$ cat src/rtl/seg_pkg.sv
// Shared types and helpers for the seven-segment scan controller.
package seg_pkg;

    typedef enum logic {
        S_GUARD = 1'b0,
        S_SHOW  = 1'b1
    } state_t;

    localparam logic [0:6] SEG_BLANK = 7'b1111111;

    // Bits needed to hold values 0..v-1.
    function automatic int unsigned clog2(input int unsigned v);
        int unsigned r;
        r = 0;
        while ((32'd1 << r) < v) r++;
        return r;
    endfunction

endpackage

$ cat src/rtl/seg_scan_ctrl_if.sv
// Host/pin-side bundle for seg_scan_ctrl: nibble word load handshake and display pins.
interface seg_scan_ctrl_if #(
    parameter int unsigned NUM_DIGITS = 4
);
    localparam int unsigned IDX_W = seg_pkg::clog2(NUM_DIGITS);

    logic [4*NUM_DIGITS-1:0] Data;
    logic                    Load;
    logic                    Ack;
    logic [NUM_DIGITS-1:0]   DIG_EN;
    logic [0:6]              SEG;
    logic [IDX_W-1:0]        IDX;

    modport master (output Data, Load, input Ack, DIG_EN, SEG, IDX);
    modport slave  (input Data, Load, output Ack, DIG_EN, SEG, IDX);
endinterface

$ cat src/rtl/hex7seg.sv
// Combinational 4-bit to active-low a..g decoder, full 0-F range.
module hex7seg
    import seg_pkg::*;
(
    input  logic [3:0] nibble,
    output logic [0:6] seg_c
);
    always_comb begin
        seg_c = SEG_BLANK;
        case (nibble)
            4'h0: seg_c = 7'b0000001;
            4'h1: seg_c = 7'b1001111;
            4'h2: seg_c = 7'b0010010;
            4'h3: seg_c = 7'b0000110;
            4'h4: seg_c = 7'b1001100;
            4'h5: seg_c = 7'b0100100;
            4'h6: seg_c = 7'b0100000;
            4'h7: seg_c = 7'b0001111;
            4'h8: seg_c = 7'b0000000;
            4'h9: seg_c = 7'b0000100;
            4'hA: seg_c = 7'b0001000;
            4'hB: seg_c = 7'b1100000;
            4'hC: seg_c = 7'b0110001;
            4'hD: seg_c = 7'b1000010;
            4'hE: seg_c = 7'b0110000;
            4'hF: seg_c = 7'b0111000;
        endcase
    end
endmodule

$ cat src/rtl/seg_scan_ctrl.sv
// Multiplexed seven-segment scan controller with frame-synchronous double buffering.
// Optional leading-zero blanking when SEG_SCAN_LZB_EN is defined.
module seg_scan_ctrl
    import seg_pkg::*;
#(
    parameter int unsigned NUM_DIGITS = 4,
    parameter int unsigned PRESCALE   = 50000,
    parameter int unsigned GUARD      = 500
) (
    input  logic           Clock,
    input  logic           Resetn,
    seg_scan_ctrl_if.slave bus
);
    localparam int unsigned IDX_W  = clog2(NUM_DIGITS);
    localparam int unsigned CNT_W  = clog2(PRESCALE);
    localparam int unsigned DATA_W = 4 * NUM_DIGITS;
    localparam logic [IDX_W-1:0] LAST_IDX = IDX_W'(NUM_DIGITS - 1);

    state_t              state, state_n;
    logic [CNT_W-1:0]    cnt, cnt_n;
    logic [IDX_W-1:0]    idx, idx_n;
    logic [DATA_W-1:0]   active, active_n;
    logic [DATA_W-1:0]   shadow, shadow_n;
    logic                pending, pending_n;
    logic                commit;
    logic [NUM_DIGITS-1:0] dig_en_n;
    logic [0:6]          seg_n;
    logic [3:0]          nibble;
    logic [0:6]          dec_seg;
    logic                lzb;

    // Select the nibble of the word being displayed in the current slot.
    always_comb begin
        nibble = active[3:0];
        for (int k = 0; k < NUM_DIGITS; k++) begin
            if (idx == IDX_W'(k)) nibble = active[4*k +: 4];
        end
    end

    hex7seg u_dec (
        .nibble (nibble),
        .seg_c  (dec_seg)
    );

`ifdef SEG_SCAN_LZB_EN
    // Blank digit k>0 when it and all higher nibbles are zero.
    always_comb begin : lzb_blk
        logic acc;
        acc = 1'b1;
        lzb = 1'b0;
        for (int k = NUM_DIGITS - 1; k > 0; k--) begin
            acc = acc && (active[4*k +: 4] == 4'h0);
            if (idx == IDX_W'(k)) lzb = acc;
        end
    end
`else
    assign lzb = 1'b0;
`endif

    // Slot sequencing, frame commit, shadow load and next-output computation.
    always_comb begin
        state_n   = state;
        cnt_n     = cnt + CNT_W'(1);
        idx_n     = idx;
        active_n  = active;
        shadow_n  = shadow;
        pending_n = pending;
        commit    = 1'b0;
        dig_en_n  = '1;
        seg_n     = SEG_BLANK;

        case (state)
            S_GUARD: begin
                if (cnt == CNT_W'(GUARD - 1)) state_n = S_SHOW;
            end
            S_SHOW: begin
                if (cnt == CNT_W'(PRESCALE - 1)) begin
                    cnt_n   = '0;
                    state_n = S_GUARD;
                    idx_n   = (idx == LAST_IDX) ? '0 : idx + IDX_W'(1);
                    if (idx == LAST_IDX && pending) begin
                        commit    = 1'b1;
                        active_n  = shadow;
                        pending_n = 1'b0;
                    end
                end
            end
        endcase

        // A load on the commit edge lands after the commit has taken the old shadow.
        if (bus.Load) begin
            shadow_n  = bus.Data;
            pending_n = 1'b1;
        end

        // idx is unchanged whenever the next state is S_SHOW, so the decoder input is valid.
        if (state_n == S_SHOW) begin
            dig_en_n[idx_n] = 1'b0;
            seg_n           = lzb ? SEG_BLANK : dec_seg;
        end
    end

    always_ff @(posedge Clock or negedge Resetn) begin
        if (!Resetn) begin
            state      <= S_GUARD;
            cnt        <= '0;
            idx        <= '0;
            active     <= '0;
            shadow     <= '0;
            pending    <= 1'b0;
            bus.Ack    <= 1'b0;
            bus.DIG_EN <= '1;
            bus.SEG    <= SEG_BLANK;
        end else begin
            state      <= state_n;
            cnt        <= cnt_n;
            idx        <= idx_n;
            active     <= active_n;
            shadow     <= shadow_n;
            pending    <= pending_n;
            bus.Ack    <= commit;
            bus.DIG_EN <= dig_en_n;
            bus.SEG    <= seg_n;
        end
    end

    assign bus.IDX = idx;

endmodule
$ cat src/flat_wrapper.sv
// flat-port wrapper written by rule: the top's interface ports become plain ports
module seg_scan_ctrl_flat import seg_pkg::*;
#(
    parameter int unsigned NUM_DIGITS = 4,
    parameter int unsigned PRESCALE   = 50000,
    parameter int unsigned GUARD      = 500
)
  (Clock, Resetn, bus_Data, bus_Load, bus_Ack, bus_DIG_EN, bus_SEG, bus_IDX);
  seg_scan_ctrl_if #(.NUM_DIGITS(NUM_DIGITS)) bus_i ();
  input  logic Clock;
  input  logic Resetn;
  input wire logic [$bits(bus_i.Data)-1:0] bus_Data;
  input wire logic [$bits(bus_i.Load)-1:0] bus_Load;
  output wire logic [$bits(bus_i.Ack)-1:0] bus_Ack;
  output wire logic [$bits(bus_i.DIG_EN)-1:0] bus_DIG_EN;
  output wire logic [$bits(bus_i.SEG)-1:0] bus_SEG;
  output wire logic [$bits(bus_i.IDX)-1:0] bus_IDX;
  assign bus_i.Data = bus_Data;
  assign bus_i.Load = bus_Load;
  assign bus_Ack = bus_i.Ack;
  assign bus_DIG_EN = bus_i.DIG_EN;
  assign bus_SEG = bus_i.SEG;
  assign bus_IDX = bus_i.IDX;
  seg_scan_ctrl #(.NUM_DIGITS(NUM_DIGITS), .PRESCALE(PRESCALE), .GUARD(GUARD)) u_core (.Clock(Clock), .Resetn(Resetn), .bus(bus_i));
endmodule
$ cat config.mk
export PLATFORM = sky130hd
export DESIGN_NAME = seg_scan_ctrl_flat
export DESIGN_NICKNAME = d
export VERILOG_FILES = /design/src/rtl/seg_pkg.sv /design/src/rtl/seg_scan_ctrl_if.sv /design/src/rtl/hex7seg.sv /design/src/rtl/seg_scan_ctrl.sv /design/src/flat_wrapper.sv
export SDC_FILE = /design/constraint.sdc
export NUM_CORES = 1
export LEC_CHECK = 0
export BUFFER_PORTS_ARGS = -buffer_cell sky130_fd_sc_hd__buf_2
export CAP_MARGIN = 20
export CORE_MARGIN = 1
export CORE_UTILIZATION = 40
export DETAILED_ROUTE_END_ITERATION = 6
export GPL_ROUTABILITY_DRIVEN = 0
export PLACE_DENSITY_LB_ADDON = 0.15
export SYNTH_ARGS = -nofsm -noshare
export SYNTH_HDL_FRONTEND = slang
export SYNTH_HIERARCHICAL = 1
export SYNTH_SLANG_ARGS = --single-unit
$ cat constraint.sdc
create_clock -name Clock -period 3.3 [get_ports Clock]
set_input_delay 0.165 -clock Clock [delete_from_list [all_inputs] [get_ports Clock]]
set_output_delay 0.165 -clock Clock [all_outputs]
set_load 0.1 [all_outputs]
==> results.yml <==
logic_synthesis:
  synth_edf_count: 0
  ys_top_cells_by_count: "dfrtp_1 (53), mux2_2 (23), nor2_1 (22)"
  synth-seq-area-share_pct: 53.1
  async_reset_ff_share_pct: 100
  synth-seq-cells: 64
  synth_warnings: 6
  synthDistinctLibCells: 42
  synth_area_leaders: "dfrtp_1 (44%), dfstp_2 (9.5%), mux2_2 (8.5%)"
  yosys.area.top_type: "dfrtp_1"
  syn_inst: 246
  synthesis.area_sq_um: 3040
  synth_most_common_cell: "dfrtp_1"
  yosysTopAreaCellShare_pct: 43.6
  synth_ff_type: "dfrtp_1"
  avgSynthCellArea_sq_um: 12.4
  mappedNetlistNets: 276
detailed_routing:
  drc_errors: 0
  drt_first_pass_iters: 4
  via_per_inst: 4.82
  drtIter0Drc: 47
  postRouteAntennaNets: 0
  routedWlPerCell_um: 13.2
  wl_um: 5080
  vias: 1860
pwr:
  fin_total_pwr_mw: 1.45
  leakage_nw: 1.52
  power.density_nw_per_um2: 419
  worst_ir_drop_vdd_uv: 225
floorplan:
  die_w_um: 89.2
  fp.dieH_um: 89.2
  num_io_pins: 33
  rows: 31
  coreArea_sq_um: 7290
  dieArea_sq_um: 7960
  start_util_pct: 41.7
setup_path:
  rrSetupSlack_ns: 0.38
  setup.worst_path.start_class: "flop"
  r2r_end: "u_core/bus.SEG[3]$_DFF_PN1_"
  crit_arrival_ns: 3.16
  worst_setup_path_end_kind: "flop"
  crit_type: "reg2reg"
  worstPathMaxFanout: 6
  cp.required_ns: 3.54
  r2r_start: "u_core/bus.IDX[1]$_DFF_PN0_"
  rr_worst_depth: 11
job:
  cap_violations: 0
grt:
  grt_max_degree: 37
  grt_overflow: 0
  grt_pass1_wl_um: 8650
  grt_pass1_vias: 1801
  grt_usage_pct: 14.8
  antenna_found_initial: 0
layout:
  nFillCells: 717
  seq_area_sq_um: 1620
  instances_no_fill: 386
  multiInputGateArea_sq_um: 1310
  nets: 312
  area_delta_synth_final_pct: 13.7
  n_antenna_cell: 0
  drive_gt1_share_pct: 35.9
clocking:
  postCtsResizedCells: 0
  clock_latency_ns: 0.34
  cts-root-buf: "clkbuf_8"
  numCtsBuffers: 9
  cts.reportedPaths.clkPinSlew_ns: 0.07
  htreeDepth: 3
  clk_path_buf_depth: 2
  tritoncts: "built"
  cts.sinks: 64
sta:
  grt_setup_unrepaired: "no"
  finClkSkew_ns: 0.00632
  setup_violations: 0
  tns_ns: 0
  hold_ws_ns: 0.0557
  tightest_slew_ns: 0.924
  fmax_mhz: 343
  slew_violations: 0
  min_period_ns: 2.92
  fin_crit_sh_pct: 88.5
  slew_headroom_pct: 38.2
  hold_violations: 0
min_path:
  hold_depth: 2
  hold_path_class: "in2reg"
  hold_path_end: "u_core/shadow[5]$_DFFE_PN0P_"
  hold_path_startpoint: "bus_Data[5]"
place:
  port_buffers: 32
  dp_cells: 369
  hpwl_um: 3620
run_status:
  status: "finished, final reports clean"
sequential cells by signal, summed over array words and instances (netlist names):
name and count:
u_core/active 16, u_core/bus.Ack 1, u_core/bus.DIG_EN 4, u_core/bus.IDX 2
u_core/bus.SEG 7, u_core/cnt 16, u_core/pending 1, u_core/shadow 16
u_core/state 1
worst max-delay path by stage:
stage	from	endpoint	slack, ns	depth (start not counted)
2_1_floorplan	u_core/bus.IDX[1]$_DFF_PN0_	u_core/bus.SEG[3]$_DFF_PN1_	0.16	12
3_3_place_gp	u_core/bus.IDX[1]$_DFF_PN0_	u_core/bus.SEG[3]$_DFF_PN1_	0.53	11
3_5_place_dp	u_core/bus.IDX[1]$_DFF_PN0_	u_core/bus.SEG[3]$_DFF_PN1_	0.42	11
4_1_cts	u_core/bus.IDX[1]$_DFF_PN0_	u_core/bus.SEG[3]$_DFF_PN1_	0.39	11
5_1_grt	u_core/bus.IDX[1]$_DFF_PN0_	u_core/bus.SEG[3]$_DFF_PN1_	0.13	11
6_report	u_core/bus.IDX[1]$_DFF_PN0_	u_core/bus.SEG[3]$_DFF_PN1_	0.38	11
cell type report:
cell class / count / share of cell area, %
multi-input cells: 162 / 37.9
repair buffers: 38 / 6.00
clock inverters: 6 / 1.01
flip-flops and latches: 64 / 46.7
well taps: 99 / 3.58
clock buffers: 10 / 3.98
inverters: 7 / 0.759
power by group:
group / switching (mW) / internal [mW] / leakage, nW / total (mW)
combinational: 0.0253 / 0.0274 / 0.637 / 0.0527
clock: 0.296 / 0.287 / 0.0878 / 0.583
sequential: 0.00952 / 0.805 / 0.797 / 0.814
total: 0.331 / 1.12 / 1.52 / 1.45
logic make-up (layout without fill, tap and decap cells):
logic type	Yosys count	after routing	synth area share [%]
compound gates	18	18	3.53
buf+inv	20	61	3.78
fa+ha+maj	11	11	4.52
simple gates	76	76	13.8
xor+xnor	14	14	4.03
mux	43	43	17.3
flops	64	64	53.1
metrics by stage:
step,util (%),setup WS (ns),instance area (sq um)
global placement,45.0,0.535,3280
finish,47.5,0.381,3460
floorplan,-,0.163,3050
detailed placement,45.0,0.424,3280
CTS,47.5,0.388,3460
global route,47.5,0.134,3460
worst max-delay path: stages, from the launching register on:
cell and delay (ns):
dfrtp_2 0.44, inv_1 0.15, ha_1 0.31, mux2i_1 0.11, nor2_1 0.09, a21oi_1 0.05
o21ai_0 0.45, inv_1 0.22, ha_1 0.33, inv_1 0.05, mux4_1 0.46, nand2b_1 0.15
timing repair:
action / 4_1_cts / 5_1_grt
hold buffers: 1 / 0
buffers inserted: 0 / 0
endpoints found under the setup margin: 0 / 0
endpoints found under the hold margin: 10 / 0
layer usage:
| metal | part of all wire [%] | GRT usage [%] | up-vias |
|---|---|---|---|
| met5 | 0 | 0 | - |
| met4 | 1.6 | 6.93 | 0 |
| met3 | 4.6 | 4.80 | 8 |
| met2 | 45 | 22.9 | 44 |
| met1 | 49 | 19.0 | 883 |
| li1 | - | - | 925 |
cells in the final DEF, fill, tap and decap left out, types with 7 or more instances in the layout:
| cell type | count |
|---|---|
| buf_2 | 32 |
| clkbuf_8 | 10 |
| dfrtp_1 | 51 |
| dfstp_2 | 11 |
| ha_1 | 11 |
| inv_1 | 7 |
| mux2_2 | 23 |
| mux2_4 | 10 |
| mux2i_1 | 9 |
| nand2_1 | 9 |
| nand2b_1 | 7 |
| nand3_1 | 14 |
| nor2_1 | 22 |
| o21ai_0 | 7 |
| xnor2_1 | 8 |
Power figures use the tool's default switching activity.
